File: config.mk
export PLATFORM = sky130hd
export DESIGN_NAME = traffic_light
export DESIGN_NICKNAME = d
export VERILOG_FILES = /design/src/rtl/traffic_light.sv
export SDC_FILE = /design/constraint.sdc
export NUM_CORES = 1
export LEC_CHECK = 0
export ABC_AREA = 1
export ABC_CLOCK_PERIOD_IN_PS = 2400
export CORE_AREA = 3 3 40 42
export CTS_BUF_LIST = sky130_fd_sc_hd__clkbuf_16
export DETAILED_ROUTE_END_ITERATION = 10
export DIE_AREA = 0 0 43 45
export PLACE_DENSITY = 0.9
export SKIP_CTS_REPAIR_TIMING = 1
export SLEW_MARGIN = 15
export SYNTH_ARGS = -nofsm -noshare
export SYNTH_HDL_FRONTEND = slang
export SYNTH_SLANG_ARGS = --single-unit
File: constraint.sdc
create_clock -name clk -period 2.4 [get_ports clk]
set_input_delay 0.24 -clock clk [delete_from_list [all_inputs] [get_ports clk]]
set_output_delay 0.24 -clock clk [all_outputs]
set_load 0.005 [all_outputs]
File: src/rtl/traffic_light.sv
// Single-approach traffic-light controller; every instance runs the same
// sequence so a PHASE=0 / PHASE=1 pair stays lock-step.
//
// state  | meaning
// A_GRN  | phase A (north-south) green
// A_YEL  | phase A yellow
// A_RED  | all-red clearance after phase A
// B_GRN  | phase B (east-west) green
// B_YEL  | phase B yellow
// B_RED  | all-red clearance after phase B
// EMERG  | emergency hold, all approaches red with flag
module traffic_light #(
  parameter int PHASE          = 0,
  parameter int GREEN_CYCLES   = 4,
  parameter int YELLOW_CYCLES  = 2,
  parameter int ALL_RED_CYCLES = 1
) (
  input  logic       clk,
  input  logic       rst,
  input  logic       emergency,
  output logic [3:0] out
);

  typedef enum logic [2:0] {
    A_GRN = 3'd0,
    A_YEL = 3'd1,
    A_RED = 3'd2,
    B_GRN = 3'd3,
    B_YEL = 3'd4,
    B_RED = 3'd5,
    EMERG = 3'd6
  } state_t;

  localparam logic [7:0] G_LD = 8'(GREEN_CYCLES - 1);
  localparam logic [7:0] Y_LD = 8'(YELLOW_CYCLES - 1);
  localparam logic [7:0] R_LD = 8'(ALL_RED_CYCLES - 1);

  localparam state_t GRN_S = (PHASE == 0) ? A_GRN : B_GRN;
  localparam state_t YEL_S = (PHASE == 0) ? A_YEL : B_YEL;

  state_t     state, state_nxt;
  logic [7:0] cnt, cnt_nxt;

  function automatic logic [7:0] load_of(input state_t s);
    case (s)
      A_GRN, B_GRN: load_of = G_LD;
      A_YEL, B_YEL: load_of = Y_LD;
      default:      load_of = R_LD;
    endcase
  endfunction

  always_ff @(posedge clk) begin
    if (rst) begin
      state <= A_GRN;
      cnt   <= G_LD;
    end else begin
      state <= state_nxt;
      cnt   <= cnt_nxt;
    end
  end

  always_comb begin
    state_nxt = state;
    cnt_nxt   = cnt;
    if (emergency) begin
      state_nxt = EMERG;
    end else if (state == EMERG) begin
      // leave through clearance so phase A restarts with a full green
      state_nxt = B_RED;
      cnt_nxt   = R_LD;
    end else if (cnt != 8'd0) begin
      cnt_nxt = cnt - 8'd1;
    end else begin
      case (state)
        A_GRN:   state_nxt = A_YEL;
        A_YEL:   state_nxt = A_RED;
        A_RED:   state_nxt = B_GRN;
        B_GRN:   state_nxt = B_YEL;
        B_YEL:   state_nxt = B_RED;
        default: state_nxt = A_GRN;
      endcase
      cnt_nxt = load_of(state_nxt);
    end
  end

  always_comb begin
    out = 4'b0100;
    if (state == EMERG)      out = 4'b1100;
    else if (state == GRN_S) out = 4'b0001;
    else if (state == YEL_S) out = 4'b0010;
  end

endmodule

==> results.toml <==
[yosys]
synthFlopType = "dfxtp_1"
ys.warnings.count = 0
syn_inst = 109
synthesis.area_um2 = 747
synthesis.nets = 114
ys_ff_latch = 11
synth.avg_cell_area_um2 = 6.85
synth_edf_count = 0
yosysSeqAreaShare_pct = 29.5
synth_cell_type_count = 23
synthArstFlopShare_pct = 0

[die]
io_pins = 7
num_rows = 13
start_util_pct = 58.1
die_area_mm2 = 0.00194
chipWidth_um = 43
die_y_um = 45
core_area_mm2 = 0.00128

[timing]
slew_headroom_pct = 76.4
finalHoldViolations = 0
fin_skew_ps = 0.993
worstMarginPinSlew_ps = 352
drv_slew = 0
hold_slack_ps = 471
min_period_ps = 1780
setup_viol = 0
fin_crit_sh_pct = 74.4
fmax_ghz = 0.560
tns_ps = 0
rsz0062_at_grt = "false"

[hold_path]
hold_path.startpoint = "cnt[0]"
whs_endpoint = "cnt[0]"
min_path_type = "register to register"
min_path_cells = 2

[global_routing]
grt_pass1_wl_mm = 2.95
grt_usage_pct = 20.9
grt_pass1_vias = 711
overflow = 0
antenna_found_initial = 0
grt_start_max_net_pins = 11

[worst_setup_path]
path_common_cell = "inv_1"
critPathMaxFanout = 6
slowest_stage = "clkdlybuf4s50_1"
reg2reg_from = "cnt[0]"
worstRegToRegCells = 7
r2r_slack_ps = 1050
crit_buf_inv = 3
crit_family = "buffers and inverters"
worstSetupPathType = "register to primary output"
critPathMaxStageDelay_ps = 500
cp.required_ps = 2160
path_cells = "inv_1 > nand3_1 > o21ai_0 > inv_1 > clkdlybuf4s50_1"
r2r_end = "state[2]"
crit_path_start_kind = "register"
crit_path_end_kind = "primary output"
critPathArrivalTime_ps = 1540

[clock_network]
clockRootBuffer = "clkbuf_16"
path_clk_slew_ps = 40
clockBufferDepth = 2
cts_buffers = 3
htree_levels = 1
cts.sinks = 11
clkLatencyLatePin_ps = 240
cts_tree = "built"

[route]
num_vias = 705
dr.pass1.iters = 6
routed_wl_mm = 1.65
drt_first_iter_violations = 25
drc = 0
vias_per_cell = 5.34
ant_nets = 0
wire_per_inst_um = 12.5

[cells_and_area]
fin_nets = 123
nFillCells = 109
area_delta_synth_final_pct = 18.6
seq_area_um2 = 220
multi_input_area_um2 = 434
stdcell_area_um2 = 886
diodes = 0
drive_above_1_share_pct = 12.0

[status]
status = "completed"

[flow_run]
cap_violations = 0

[place]
place_hpwl_mm = 1.17
io_buffers = 6
routabilityCongestion = 0.799
placed_area_um2 = 807

[power_and_ir_drop]
total_power_mw = 0.617
irDropWorstVdd_v = 0.000364
p_leak_nw = 0.407
powerDensity_mw_per_mm2 = 697
flip-flops by register name, summed over array words and instances (netlist names):
register,count
cnt,8
state,3
worst reg2reg max path, delay by kind of cell, from the launching register on:
family                     cells  cell delay [ps]
buffers and inverters          1              120
adders and majority gates      1              210
and+or+nand+nor                5              610
DFF                            1              300
kinds of logic (layout without fill, tap and decap cells):
| family | after synthesis | after routing | share of synthesized area, % |
|---|---|---|---|
| AO/OA/AOI/OAI | 20 | 20 | 14.2 |
| AND/OR/NAND/NOR | 55 | 55 | 40.5 |
| adder cells (fa/ha/maj) | 2 | 2 | 3.35 |
| flip-flops | 11 | 11 | 29.5 |
| buffers and inverters | 21 | 29 | 12.4 |
synth_stat cells (2+ instances only):
cell type,n,share of area [%]
nand2_1,20,10
nor2_4,2,3.0
o21ai_1,5,3.3
nor2_8,2,5.4
nand3_1,10,6.7
nor2_1,13,6.5
ha_1,2,3.3
a21oi_1,9,6.0
nor3_1,3,2.0
inv_1,17,8.5
o21ai_0,4,2.7
dfxtp_1,11,29
area by class of cell:
cell class	instances	area share, %
clock buffer	3	8.47
tap	15	2.12
timing repair buffer	6	6.78
clock inverter	1	0.424
multi-input combinational	77	49.0
inverter	19	8.33
sequential	11	24.9
per-stage QoR:
step                      worst slack (ps)  util (%)  cells
after floorplan                       1200         -    109
after global placement                 852      62.8    128
after detailed placement               750      62.8    128
after CTS                              614      68.9    132
after global routing                   494      68.9    132
final                                  615      68.9    132
cell usage in the layout (no fill, tap or decap):
master | Yosys | final
nand2_2 | 1 | 1
nand3_4 | 1 | 1
inv_1 | 17 | 18
nand3_2 | 1 | 1
a21o_2 | 1 | 1
nand3_1 | 10 | 10
clkdlybuf4s50_1 | 0 | 6
o21ai_0 | 4 | 4
nor2_4 | 2 | 2
nor2_1 | 13 | 13
o211ai_1 | 1 | 1
inv_4 | 1 | 1
nor2_8 | 2 | 2
ha_1 | 2 | 2
o21ai_1 | 5 | 5
nor3_1 | 3 | 3
inv_2 | 1 | 1
dfxtp_1 | 11 | 11
nand2_4 | 1 | 1
nand4_1 | 1 | 1
nand2_1 | 20 | 20
clkbuf_16 | 0 | 3
a21oi_1 | 9 | 9
power by group:
group / internal (mW) / leakage (nW) / switching, mW
clock network: 0.219 / 0.0423 / 0.0814
logic: 0.0468 / 0.275 / 0.0631
registers: 0.194 / 0.0900 / 0.0132
total: 0.460 / 0.407 / 0.158
how the worst max path moves through the flow:
| stage | slack (ps) | end | startpoint | depth (start not counted) |
|---|---|---|---|---|
| 2_1_floorplan | 1200 | state[2] | cnt[0] | 7 |
| 6_report | 620 | out[2] | state[2] | 5 |
| 3_3_place_gp | 850 | state[2] | emergency | 6 |
| 4_1_cts | 610 | out[2] | state[2] | 5 |
| 5_1_grt | 490 | out[2] | state[2] | 5 |
| 3_5_place_dp | 750 | state[2] | emergency | 6 |
metal layers:
metal,vias up,GRT usage [%],routed length (um)
li1,368,-,-
met1,321,21.7,704
met2,12,38.3,858
met3,4,5.98,63
met4,0,10.8,23
met5,-,0,0
Note: power is estimated with default switching activity, not from simulation.
